`src/rtl/pcs_tx_xmit_void_if.sv`:
```
// Bus between the PCS transmit ordered-set FSM and pcs_tx_xmit_void_unit.
// All per-channel fields are flat vectors, lane i at [i*W +: W].
interface pcs_tx_xmit_void_if #(
    parameter int NCH    = 1,
    parameter int OS_W   = 9,
    parameter int XMIT_W = 3,
    parameter int CNT_W  = 16
);
    logic [NCH*XMIT_W-1:0] xmit;
    logic [NCH-1:0]        xmit_change_clr;
    logic [NCH-1:0]        tx_en;
    logic [NCH-1:0]        tx_er;
    logic [NCH*8-1:0]      txd;
    logic [NCH*OS_W-1:0]   os_in;
    logic [NCH-1:0]        os_valid_in;
    logic [NCH*OS_W-1:0]   os_out;
    logic [NCH-1:0]        os_valid_out;
    logic [NCH-1:0]        xmit_change;
    logic [NCH*CNT_W-1:0]  void_cnt;

    modport master (
        output xmit, xmit_change_clr, tx_en, tx_er, txd, os_in, os_valid_in,
        input  os_out, os_valid_out, xmit_change, void_cnt
    );
    modport slave (
        input  xmit, xmit_change_clr, tx_en, tx_er, txd, os_in, os_valid_in,
        output os_out, os_valid_out, xmit_change, void_cnt
    );
endinterface

```
`src/rtl/pcs_tx_xmit_void_unit.sv`:
```
// Per-channel sticky xmit-change flag, registered VOID(x) substitution and /V/ counter.
// Optional feature: define PCS_VOID_CNT_EN to build the saturating /V/ counters.
module pcs_tx_xmit_void_lane #(
    parameter int                OS_W     = 9,
    parameter int                XMIT_W   = 3,
    parameter logic [XMIT_W-1:0] XMIT_RST = 3'b001,
    parameter int                CNT_W    = 16
) (
    input  logic              clk,
    input  logic              rst_n,
    input  logic [XMIT_W-1:0] xmit,
    input  logic              xmit_change_clr,
    input  logic              tx_en,
    input  logic              tx_er,
    input  logic [7:0]        txd,
    input  logic [OS_W-1:0]   os_in,
    input  logic              os_valid_in,
    output logic [OS_W-1:0]   os_out,
    output logic              os_valid_out,
    output logic              xmit_change,
    output logic [CNT_W-1:0]  void_cnt
);
    localparam logic [OS_W-1:0] OS_I = OS_W'(9'h008);
    localparam logic [OS_W-1:0] OS_V = OS_W'(9'h040);
    localparam logic [0:0] ST_STABLE  = 1'b0;
    localparam logic [0:0] ST_CHANGED = 1'b1;

    logic [XMIT_W-1:0] xmit_old;
    logic [0:0]        state, state_nxt;
    logic              void_sel;
    logic [1:0]        vld_pipe;

    // Carrier extend (TX_EN=0, TX_ER=1, TXD=0F) is legal and must not be voided.
    assign void_sel = tx_er & (tx_en | (txd != 8'h0F));

    always_comb begin
        state_nxt = state;
        if (xmit != xmit_old)
            state_nxt = ST_CHANGED;
        else if (state == ST_CHANGED && xmit_change_clr)
            state_nxt = ST_STABLE;
    end

    always_comb vld_pipe[0] = os_valid_in;

    always_ff @(posedge clk or negedge rst_n) begin
        if (!rst_n) begin
            xmit_old    <= XMIT_RST;
            state       <= ST_STABLE;
            os_out      <= OS_I;
            vld_pipe[1] <= 1'b0;
        end else begin
            xmit_old    <= xmit;
            state       <= state_nxt;
            os_out      <= void_sel ? OS_V : os_in;
            vld_pipe[1] <= vld_pipe[0];
        end
    end

    assign xmit_change  = (state == ST_CHANGED);
    assign os_valid_out = vld_pipe[1];

`ifdef PCS_VOID_CNT_EN
    logic [CNT_W-1:0] cnt;
    always_ff @(posedge clk or negedge rst_n) begin
        if (!rst_n)
            cnt <= '0;
        else if (os_valid_in && void_sel && cnt != '1)
            cnt <= cnt + CNT_W'(1);
    end
    assign void_cnt = cnt;
`else
    assign void_cnt = '0;
`endif
endmodule

module pcs_tx_xmit_void_unit #(
    parameter int                NCH      = 1,
    parameter int                OS_W     = 9,
    parameter int                XMIT_W   = 3,
    parameter logic [XMIT_W-1:0] XMIT_RST = 3'b001,
    parameter int                CNT_W    = 16
) (
    input logic               clk,
    input logic               rst_n,
    pcs_tx_xmit_void_if.slave bus
);
    logic [NCH-1:0][OS_W-1:0]  os_out_l;
    logic [NCH-1:0]            os_valid_out_l;
    logic [NCH-1:0]            xmit_change_l;
    logic [NCH-1:0][CNT_W-1:0] void_cnt_l;

    for (genvar i = 0; i < NCH; i++) begin : g_lane
        pcs_tx_xmit_void_lane #(
            .OS_W(OS_W), .XMIT_W(XMIT_W), .XMIT_RST(XMIT_RST), .CNT_W(CNT_W)
        ) u_lane (
            .clk            (clk),
            .rst_n          (rst_n),
            .xmit           (bus.xmit[i*XMIT_W +: XMIT_W]),
            .xmit_change_clr(bus.xmit_change_clr[i]),
            .tx_en          (bus.tx_en[i]),
            .tx_er          (bus.tx_er[i]),
            .txd            (bus.txd[i*8 +: 8]),
            .os_in          (bus.os_in[i*OS_W +: OS_W]),
            .os_valid_in    (bus.os_valid_in[i]),
            .os_out         (os_out_l[i]),
            .os_valid_out   (os_valid_out_l[i]),
            .xmit_change    (xmit_change_l[i]),
            .void_cnt       (void_cnt_l[i])
        );
    end

    assign bus.os_out       = os_out_l;
    assign bus.os_valid_out = os_valid_out_l;
    assign bus.xmit_change  = xmit_change_l;
    assign bus.void_cnt     = void_cnt_l;
endmodule

```
`src/flat_wrapper.sv`:
```
// flat-port wrapper written by rule: the top's interface ports become plain ports
module pcs_tx_xmit_void_unit_flat 
#(
    parameter int                NCH      = 1,
    parameter int                OS_W     = 9,
    parameter int                XMIT_W   = 3,
    parameter logic [XMIT_W-1:0] XMIT_RST = 3'b001,
    parameter int                CNT_W    = 16
)
  (clk, rst_n, bus_xmit, bus_xmit_change_clr, bus_tx_en, bus_tx_er, bus_txd, bus_os_in, bus_os_valid_in, bus_os_out, bus_os_valid_out, bus_xmit_change, bus_void_cnt);
  pcs_tx_xmit_void_if #(.NCH(NCH), .OS_W(OS_W), .XMIT_W(XMIT_W), .CNT_W(CNT_W)) bus_i ();
  input logic clk;
  input logic rst_n;
  input wire logic [$bits(bus_i.xmit)-1:0] bus_xmit;
  input wire logic [$bits(bus_i.xmit_change_clr)-1:0] bus_xmit_change_clr;
  input wire logic [$bits(bus_i.tx_en)-1:0] bus_tx_en;
  input wire logic [$bits(bus_i.tx_er)-1:0] bus_tx_er;
  input wire logic [$bits(bus_i.txd)-1:0] bus_txd;
  input wire logic [$bits(bus_i.os_in)-1:0] bus_os_in;
  input wire logic [$bits(bus_i.os_valid_in)-1:0] bus_os_valid_in;
  output wire logic [$bits(bus_i.os_out)-1:0] bus_os_out;
  output wire logic [$bits(bus_i.os_valid_out)-1:0] bus_os_valid_out;
  output wire logic [$bits(bus_i.xmit_change)-1:0] bus_xmit_change;
  output wire logic [$bits(bus_i.void_cnt)-1:0] bus_void_cnt;
  assign bus_i.xmit = bus_xmit;
  assign bus_i.xmit_change_clr = bus_xmit_change_clr;
  assign bus_i.tx_en = bus_tx_en;
  assign bus_i.tx_er = bus_tx_er;
  assign bus_i.txd = bus_txd;
  assign bus_i.os_in = bus_os_in;
  assign bus_i.os_valid_in = bus_os_valid_in;
  assign bus_os_out = bus_i.os_out;
  assign bus_os_valid_out = bus_i.os_valid_out;
  assign bus_xmit_change = bus_i.xmit_change;
  assign bus_void_cnt = bus_i.void_cnt;
  pcs_tx_xmit_void_unit #(.NCH(NCH), .OS_W(OS_W), .XMIT_W(XMIT_W), .XMIT_RST(XMIT_RST), .CNT_W(CNT_W)) u_core (.clk(clk), .rst_n(rst_n), .bus(bus_i));
endmodule
```
`config.mk`:
```
export PLATFORM = sky130hd
export DESIGN_NAME = pcs_tx_xmit_void_unit_flat
export DESIGN_NICKNAME = d
export VERILOG_FILES = /design/src/rtl/pcs_tx_xmit_void_if.sv /design/src/rtl/pcs_tx_xmit_void_unit.sv /design/src/flat_wrapper.sv
export SDC_FILE = /design/constraint.sdc
export NUM_CORES = 1
export LEC_CHECK = 0
export CAP_MARGIN = 25
export CORE_UTILIZATION = 36
export CTS_CLUSTER_DIAMETER = 100
export DETAILED_ROUTE_END_ITERATION = 12
export GPL_ROUTABILITY_DRIVEN = 0
export PLACE_DENSITY = 0.9
export SYNTH_ARGS = -nofsm -noshare
export SYNTH_HDL_FRONTEND = slang
export SYNTH_SLANG_ARGS = --single-unit
```
`constraint.sdc`:
```
create_clock -name clk -period 2 [get_ports clk]
set_input_delay 0.6 -clock clk [delete_from_list [all_inputs] [get_ports clk]]
set_output_delay 0.6 -clock clk [all_outputs]
set_load 0.01 [all_outputs]
```
==> summary.md <==
## Yosys
• sky130_fd_sc_hd__dfrtp_1, sky130_fd_sc_hd__buf_4, sky130_fd_sc_hd__or4b_1, sky130_fd_sc_hd__o32ai_1, sky130_fd_sc_hd__dfstp_2 — cell types with the largest area share after synthesis
• sky130_fd_sc_hd__dfrtp_1 — most common flop cell mapped by yosys
• sky130_fd_sc_hd__dfrtp_1 — leading area contributor after synthesis
• 0 — number of flops mapped to enable cells by yosys
• 0 — warnings from Yosys
• 14 — count of state elements after synthesis
• 40.8% — Yosys top cell area share
• 11.1 um2 — per-instance average area after synthesis
• 66 — number of cells produced by synthesis
• 100% — async set-or-reset flop fraction in the synthesized netlist
• 736 um2 — netlist area before placement
• sky130_fd_sc_hd__buf_4, sky130_fd_sc_hd__dfrtp_1, sky130_fd_sc_hd__inv_1, sky130_fd_sc_hd__o32ai_1, sky130_fd_sc_hd__or4b_1 — cell types with the highest counts after synthesis
• sky130_fd_sc_hd__buf_4 — most repeated cell in the gate-level netlist after synthesis
• 15 — post-synthesis cell type count
• 48.0% — sequential element share of the synthesized area

## GRT
• 0 — number of antenna violations at the first check in global routing
• 0 — remaining global-route overflow
• 1990 um — first-pass GRT wire length
• 513 — vias in the first global route
• 13.2% — overall routing resource usage
• 15 — maximum number of pins on one net before global-route repair

## Cells and area
• 49.5% — synth-to-layout area growth
• 131 — net count reported at finish
• 168 — number of fillers in the final layout
• 0 — number of diodes
• 6.73% — fraction of layout cells with a size suffix above 1

## Clock tree
• 0 — # Post-CTS Setup Buffers
• sky130_fd_sc_hd__clkbuf_4 — buffer type at the clock tree root
• 0 — CTS-repair resized insts
• 0 — number of buffers inserted by hold repair at cts
• yes — clock tree from TritonCTS
• 2 — buffer depth of the longest clock path
• 1 — CTS H-tree depth
• 80 ps — clock-pin slew on the worst setup and hold paths
• 14 — Clock Sink Count
• 270 ps — clock latency of the later-clocked register in the worst-skew pair
• 3 — number of buffers created by CTS

## Min path
• register to register — class of the most critical hold timing path

## Pwr
• 0.632 mW — Final Total Pwr
• 574 mW/mm2 — Power Density
• 0.472 nW — total leakage power
• 205 uV — highest ir drop seen on vdd

## STA
• 95.9% — Period Utilization, post-route
• 0 — final setup vio count
• 0.483 ps — final setup skew
• 0 — total count of max-transition violations in the final report
• false — setup repair after global routing missed its margin
• 62.3% — tightest slew margin relative to the limit
• 564 ps — transition time at the pin with the least slew margin
• 531 ps — Final Hold Slack
• 0.521 GHz — highest achievable clock rate
• 0 — final-report hold violation count
• 1920 ps — post-route minimum period

## Die
• 0.00223 mm2 — Die Outline Area
• 47.2 um — DIE WIDTH
• 40.4% — starting utilization of the core area
• 47.2 um — die height
• 0.00182 mm2 — Core ar.
• 15 — row count
• 53 — Top Ports

## Routing
• 10.6 um — detailed-route wire length per cell
• 2 — number of iterations in the first detailed-routing pass
• 0 — DRC violations left
• 3 — DRC violation total after the first TritonRoute iteration
• 1360 um — wire length after detailed routing
• 574 — DR vias
• 0 — Routed Antenna Nets
• 4.45 — routed vias/inst

## Critical path
• output port — endpoint type of the worst setup path
• buffers and inverters — family with the most delay on the worst path
• 1320 ps — data arrival time of the critical path
• register to output port — kind of critical path
• 1110 ps — register-to-register setup slack
• sky130_fd_sc_hd__clkdlybuf4s50_1 — Worst path slowest cell
• register — CP startpoint kind
• clkdlybuf4s50_1 — cells traversed along the worst timing path
• 1400 ps — Required @ worst endpoint
• 1 — total buffers and inverters traversed by the critical path
• 530 ps — slowest cell delay on critical path
• 1 — largest fanout on the critical path

## Placement
• 1170 um — Post-DP HPWL
• 36 — Port Buf Inserts

## Run
• 0 — count of maximum capacitance violations

## Run status
• finished, final reports clean — run status

report_power, final:
group	switching [mW]	leakage [nW]	internal [mW]
combinational	0.0567	0.285	0.0774
clock	0.0838	0.0210	0.111
sequential	0.00433	0.166	0.299
metal layers:
layer / vias up / part of all wire (%) / track usage (%)
met3: 2 / 14 / 3.85
met4: 0 / 2.1 / 8.57
li1: 283 / - / -
met1: 246 / 38 / 12.4
met5: - / 0 / 0
met2: 43 / 46 / 24.7
layout by cell type, fill, tap and decap left out:
cell type | synthesis | layout
sky130_fd_sc_hd__buf_4 | 16 | 1
sky130_fd_sc_hd__clkbuf_4 | 0 | 3
sky130_fd_sc_hd__clkbuf_8 | 0 | 1
sky130_fd_sc_hd__clkdlybuf4s50_1 | 0 | 36
sky130_fd_sc_hd__conb_1 | 1 | 16
sky130_fd_sc_hd__dfrtp_1 | 12 | 12
sky130_fd_sc_hd__dfstp_2 | 2 | 2
sky130_fd_sc_hd__inv_1 | 9 | 9
sky130_fd_sc_hd__nand2_1 | 1 | 1
sky130_fd_sc_hd__nand4bb_1 | 1 | 1
sky130_fd_sc_hd__o2111ai_1 | 1 | 1
sky130_fd_sc_hd__o32a_1 | 1 | 1
sky130_fd_sc_hd__o32ai_1 | 8 | 8
sky130_fd_sc_hd__or4_1 | 1 | 1
sky130_fd_sc_hd__or4b_1 | 8 | 8
sky130_fd_sc_hd__xnor2_1 | 3 | 3
worst paths after layout:
kind	from	to	depth (start not counted)
max in group asynchronous	rst_n	u_core.g_lane[0].u_lane.os_out[3]	1
hold reg to reg	u_core.g_lane[0].u_lane.xmit_old[1]	u_core.g_lane[0].u_lane.xmit_change	2
setup reg to reg	u_core.g_lane[0].u_lane.xmit_old[0]	u_core.g_lane[0].u_lane.xmit_change	2
setup / recovery	u_core.g_lane[0].u_lane.os_out[3]	bus_os_out[3]	1
min in group asynchronous	rst_n	u_core.g_lane[0].u_lane.xmit_old[2]	1
hold / removal	u_core.g_lane[0].u_lane.xmit_old[1]	u_core.g_lane[0].u_lane.xmit_change	2
cells by family (layout without fill, tap and decap cells):
| logic type | Yosys count | in the layout | share of synthesized area, % |
|---|---|---|---|
| AO/OA/AOI/OAI | 10 | 10 | 12.1 |
| XOR/XNOR | 3 | 3 | 3.57 |
| buffers and inverters | 27 | 50 | 21.9 |
| flip-flops | 14 | 14 | 48.0 |
| other | 1 | 16 | 0.510 |
| AND/OR/NAND/NOR | 11 | 11 | 13.9 |
registers in the layout, indices dropped and copies added (netlist names):
register and cells:
u_core.g_lane.u_lane.xmit_change 1, u_core.g_lane.u_lane.os_valid_out 1, u_core.g_lane.u_lane.os_out 9, u_core.g_lane.u_lane.xmit_old 3
metrics by stage:
| stage | utilization, % | worst slack (ps) | TNS (ps) | cells | cell area, um2 |
|---|---|---|---|---|---|
| floorplan | - | 495 | 0 | 81 | 792 |
| global placement | 58.4 | -40.7 | -40.7 | 125 | 1060 |
| detailed placement | 58.4 | -88.3 | -178 | 125 | 1060 |
| CTS | 60.4 | 64.9 | 0 | 129 | 1100 |
| global route | 60.4 | 17.0 | 0 | 129 | 1100 |
| finish | 60.4 | 81.0 | 0 | 129 | 1100 |
cell type report:
type,count,area [um2],share of cell area (%)
clock buffer,4,36.3,3.30
inverter,9,33.8,3.07
multi-input combinational,40,278,25.3
sequential,14,353,32.1
tap,25,31.3,2.84
timing repair buffer,37,368,33.4
No activity file was read; power rests on OpenSTA's default activity.
==> RTL edit 1: new RTL, config.mk and constraints unchanged <==
`CNT_W` is set to 16 in 4 places; all go to 12.
--- a/src/rtl/pcs_tx_xmit_void_if.sv
+++ b/src/rtl/pcs_tx_xmit_void_if.sv
@@ -4,7 +4,7 @@
     parameter int NCH    = 1,
     parameter int OS_W   = 9,
     parameter int XMIT_W = 3,
-    parameter int CNT_W  = 16
+    parameter int CNT_W  = 12
 );
     logic [NCH*XMIT_W-1:0] xmit;
     logic [NCH-1:0]        xmit_change_clr;
--- a/src/rtl/pcs_tx_xmit_void_unit.sv
+++ b/src/rtl/pcs_tx_xmit_void_unit.sv
@@ -4,7 +4,7 @@
     parameter int                OS_W     = 9,
     parameter int                XMIT_W   = 3,
     parameter logic [XMIT_W-1:0] XMIT_RST = 3'b001,
-    parameter int                CNT_W    = 16
+    parameter int                CNT_W    = 12
 ) (
     input  logic              clk,
     input  logic              rst_n,
@@ -79,7 +79,7 @@
     parameter int                OS_W     = 9,
     parameter int                XMIT_W   = 3,
     parameter logic [XMIT_W-1:0] XMIT_RST = 3'b001,
-    parameter int                CNT_W    = 16
+    parameter int                CNT_W    = 12
 ) (
     input logic               clk,
     input logic               rst_n,
--- a/src/flat_wrapper.sv
+++ b/src/flat_wrapper.sv
@@ -5,7 +5,7 @@
     parameter int                OS_W     = 9,
     parameter int                XMIT_W   = 3,
     parameter logic [XMIT_W-1:0] XMIT_RST = 3'b001,
-    parameter int                CNT_W    = 16
+    parameter int                CNT_W    = 12
 )
   (clk, rst_n, bus_xmit, bus_xmit_change_clr, bus_tx_en, bus_tx_er, bus_txd, bus_os_in, bus_os_valid_in, bus_os_out, bus_os_valid_out, bus_xmit_change, bus_void_cnt);
   pcs_tx_xmit_void_if #(.NCH(NCH), .OS_W(OS_W), .XMIT_W(XMIT_W), .CNT_W(CNT_W)) bus_i ();
Interface: changed (resized bus_void_cnt); port bits go from 53 to 49. No check against the original RTL was run, so the function may have changed too.
==> RTL edit 1 against the original RTL <==
Global-route usage is 0.11 points lower. Worst setup slack better by 0.0042 ns. Area after synthesis is 4.1% lower. First-iteration DRC count stayed put. Cell area is 2.0% lower. Combinational power is 3% lower. Power is 1.2% lower. Die area is 3.9% lower. Sequential power hardly changed. Clock skew hardly changed. Sequential cell count stayed put. Wire length is 6.2% lower. Final cell count is 3.9% lower.
==> RTL edit 1: results (changes against the original RTL) <==
placed cell count=120 (-4.0%); worst rel slew slack=0.628 (+0.00509); post-detailed-routing wire length=1280 µm (-6.2%); Hold Path Class=flop to flop; number of global-route vias before repair=467 (-9.0%); Cells on Worst Hold Path=2 (unchanged); Non-Filler Instances=124 (-3.9%); Post-synth top cells=buf_4 (12), dfrtp_1 (12), inv_1 (9), o32ai_1 (8), or4b_1 (8); TritonCTS Buffers=3 (unchanged); Main synth FF type=dfrtp_1; slowest cell delay on critical path=0.53 ns (about the same); Top Registers=u_core.g_lane.u_lane.os_out x9, u_core.g_lane.u_lane.xmit_old x3; maximum fanout along the worst path=1 (unchanged); top post-synthesis cells by area=dfrtp_1 (43%), buf_4 (13%), or4b_1 (11%); Seq/Total Area, Yosys=0.500 (+0.0204); first-pass GRT wire length=1960 µm (-1.8%); status=finished clean; gr usage total=0.131 (-0.00112); Crit path max-delay family=buffers and inverters; average cell area after synthesis=11.4 µm² (+2.1%); Synth warnings=0 (unchanged); number of vias per cell=4.54 (+2.0%); clk_skew=0.000341 ns (-0.000143 ns); CP arrival=1.31 ns; share of cells above drive strength 1=0.0606 (-0.00670); initial antenna violation count=0 (unchanged); R2R depth=2 (unchanged); CTS resizes=0 (unchanged); # port buffers=36 (unchanged); Max Buffers Root-to-Sink=2 (unchanged); CTS root buffer=clkbuf_4; maximum VDD drop=0.000285 V (+39%); DR iter-0 viols=3 (unchanged); Leak Pwr=0.454 nW (-3.6%); Distinct cells, synth=15 (unchanged); fin nets=126 (-3.8%); clk_lat worst skew=0.27 ns (about the same)
==> RTL edit 1: changes by cell type after synthesis <==
cell | before | now
buf_4 | 16 | 12
==> RTL edit 1: cell families after synthesis <==
family / count (synthesis) / synth area share
buf+inv: 23 / 0.186
compound gates: 10 / 0.126
simple gates: 11 / 0.145
flops: 14 / 0.500
xor+xnor: 3 / 0.0372
other cells: 1 / 0.00531
==> RTL edit 1: cell type report <==
cell class                      instances  area (µm²)
Sequential cell                        14         353
Inverter                                9        33.8
Clock buffer                            4        36.3
Fill cell                             151         706
Multi-Input combinational cell         36         263
Tap cell                               25        31.3
Timing Repair Buffer                   36         360
==> RTL edit 1: worst paths after layout <==
path	from	to	slack, ns
hold reg to reg	u_core.g_lane[0].u_lane.xmit_old[1]	u_core.g_lane[0].u_lane.xmit_change	0.53
setup reg to reg	u_core.g_lane[0].u_lane.xmit_old[0]	u_core.g_lane[0].u_lane.xmit_change	1.11
min in group asynchronous	rst_n	u_core.g_lane[0].u_lane.os_valid_out	0.68
hold / removal	u_core.g_lane[0].u_lane.xmit_old[1]	u_core.g_lane[0].u_lane.xmit_change	0.53
max in group asynchronous	rst_n	u_core.g_lane[0].u_lane.os_out[3]	0.94
setup / recovery	u_core.g_lane[0].u_lane.os_out[3]	bus_os_out[3]	0.09
==> RTL edit 1: where the power goes <==
group          internal (mW)  switching (mW)  total [mW]
sequential             0.299         0.00417       0.303
clock                  0.111          0.0813       0.192
combinational         0.0767          0.0529       0.130
==> RTL edit 1: metrics by stage <==
stage / instance area, µm² / setup TNS, ns / util / worst slack, ns
6_report: 1080 / 0 / 0.604 / 0.0852
3_3_place_gp: 1040 / -0.0433 / 0.584 / -0.0433
5_1_grt: 1080 / 0 / 0.604 / 0.0424
4_1_cts: 1080 / 0 / 0.604 / 0.0704
3_5_place_dp: 1040 / -0.194 / 0.584 / -0.0824
2_1_floorplan: 747 / 0 / - / 0.495
==> RTL edit 1: layer usage <==
| metal | part of all wire | vias to the layer above | global-route usage | routed length, µm |
|---|---|---|---|---|
| met4 | 0 | 0 | 0.0353 | 0 |
| met3 | 0.15 | 0 | 0.0745 | 197 |
| met1 | 0.35 | 250 | 0.121 | 449 |
| li1 | - | 275 | - | - |
| met2 | 0.49 | 38 | 0.242 | 633 |
| met5 | 0 | - | 0 | 0 |
==> RTL edit 2: new RTL, config.mk and constraints unchanged <==
Without the edit above. Add a define of `PCS_VOID_CNT_EN`.
--- a/src/rtl/pcs_tx_xmit_void_unit.sv
+++ b/src/rtl/pcs_tx_xmit_void_unit.sv
@@ -1,5 +1,7 @@
 // Per-channel sticky xmit-change flag, registered VOID(x) substitution and /V/ counter.
 // Optional feature: define PCS_VOID_CNT_EN to build the saturating /V/ counters.
+`define PCS_VOID_CNT_EN
+
 module pcs_tx_xmit_void_lane #(
     parameter int                OS_W     = 9,
     parameter int                XMIT_W   = 3,
Function: changed (a bounded check fails within 4 cycles, from zero or initial values and one cycle with rst_n low).
==> RTL edit 2 against the original RTL <==
Area after synthesis up 74%. Sequential share of layout area is 4.9 points higher. Combinational power rose to 3.5 times the old value. First-iteration DRC count grew to 10 times the old value. Power rose to 2.6 times the old value. Worst setup slack worse by 0.033 ns. Cell area increased by 87%. Wire length up 100%. Maximum frequency shrank 1.7%. Core utilization up 0.71 points. Non-clock buffer count increased by 28. Worst hold slack lost 0.025 ns. Sequential cell count up 16. Critical endpoint is now bus_void_cnt[6].
==> RTL edit 2: results (changes against the original RTL) <==
XOR/XNOR Fraction of Synth Area=0.123 (+0.0875); Comb pwr share=0.277 (+0.065); Fillers=295 (+76%); post-detailed-routing wire length=2770 µm (+100%); Post-synth top cells=dfrtp_1 (28), xnor2_1 (11), nand2_1 (9); maximum VDD drop=0.000421 V (+110%); post-synthesis adder-cell area fraction=0.00978 (+0.00978); Leak Pwr=0.924 nW (+96%); compound-gate portion of the synthesized area=0.0235 (-0.0973); Seq/Total Area, Yosys=0.588 (+0.109); clk tree area frac=0.0402 (+0.00718); ant diodes=0 (unchanged); CTS resizes=2 (+2); final core utilization=0.611 (+0.00711); Non-clk bufs=65 (+76%); maximum fanout along the worst path=5 (+4); max FFs per register=16 (+7); Non-Filler Instances=227 (+76%); CTS H-tree depth=2 (+1); sequential share of cell area=0.370 (+0.0492); number of non-clock inverters=1 (-8); Distinct cells, synth=25 (+10); top post-synthesis cells by area=dfrtp_1 (55%), xnor2_1 (7.5%), xor2_1 (4.8%); clk_skew=0.0126 ns (+0.0121 ns); Non-clock buffer share=0.306 (-0.0283); gr usage total=0.164 (+0.0319); slowest cell delay on critical path=0.58 ns (+0.05 ns); design area=2060 µm² (+87%); Clock power frac=0.293 (-0.015); via count=1,064 (+85%); comb_multi_in=77 (+93%); fin nets=207 (+58%); Final HPWL DP=2080 µm (+78%); DR iter-0 viols=30 (+27); placed cell area=1950 µm² (+83%); # port buffers=52 (+44%); CP arrival=1.35 ns (+0.03 ns); largest net degree at the start of global routing=31 (+16); status=finished clean; share of cells above drive strength 1=0.193 (+0.126); worst rel slew slack=0.756 (+0.133); Final Power=1.67 mW (+160%); multi-input combinational area share=0.254 (+0.00124); clk_lat worst skew=0.34 ns (+0.07 ns)
## RTL edit 2: worst paths after layout
kind	startpoint	to	slack, ns	cells past startpoint
hold / removal	u_core.g_lane[0].u_lane.xmit_old[1]	u_core.g_lane[0].u_lane.xmit_change	0.51	2
max in group asynchronous	rst_n	u_core.g_lane[0].u_lane.xmit_old[0]	1.05	2
setup reg to reg	u_core.g_lane[0].u_lane.void_cnt[1]	u_core.g_lane[0].u_lane.void_cnt[7]	0.10	7
setup / recovery	u_core.g_lane[0].u_lane.void_cnt[6]	bus_void_cnt[6]	0.05	1
hold reg to reg	u_core.g_lane[0].u_lane.xmit_old[1]	u_core.g_lane[0].u_lane.xmit_change	0.51	2
min in group asynchronous	rst_n	u_core.g_lane[0].u_lane.void_cnt[2]	0.63	2
## RTL edit 2: per-layer routing
layer | GRT usage | share of wire
met3 | 0.0798 | 0.076
met2 | 0.266 | 0.48
met1 | 0.178 | 0.41
met4 | 0.0857 | 0.028
met5 | 0 | 0
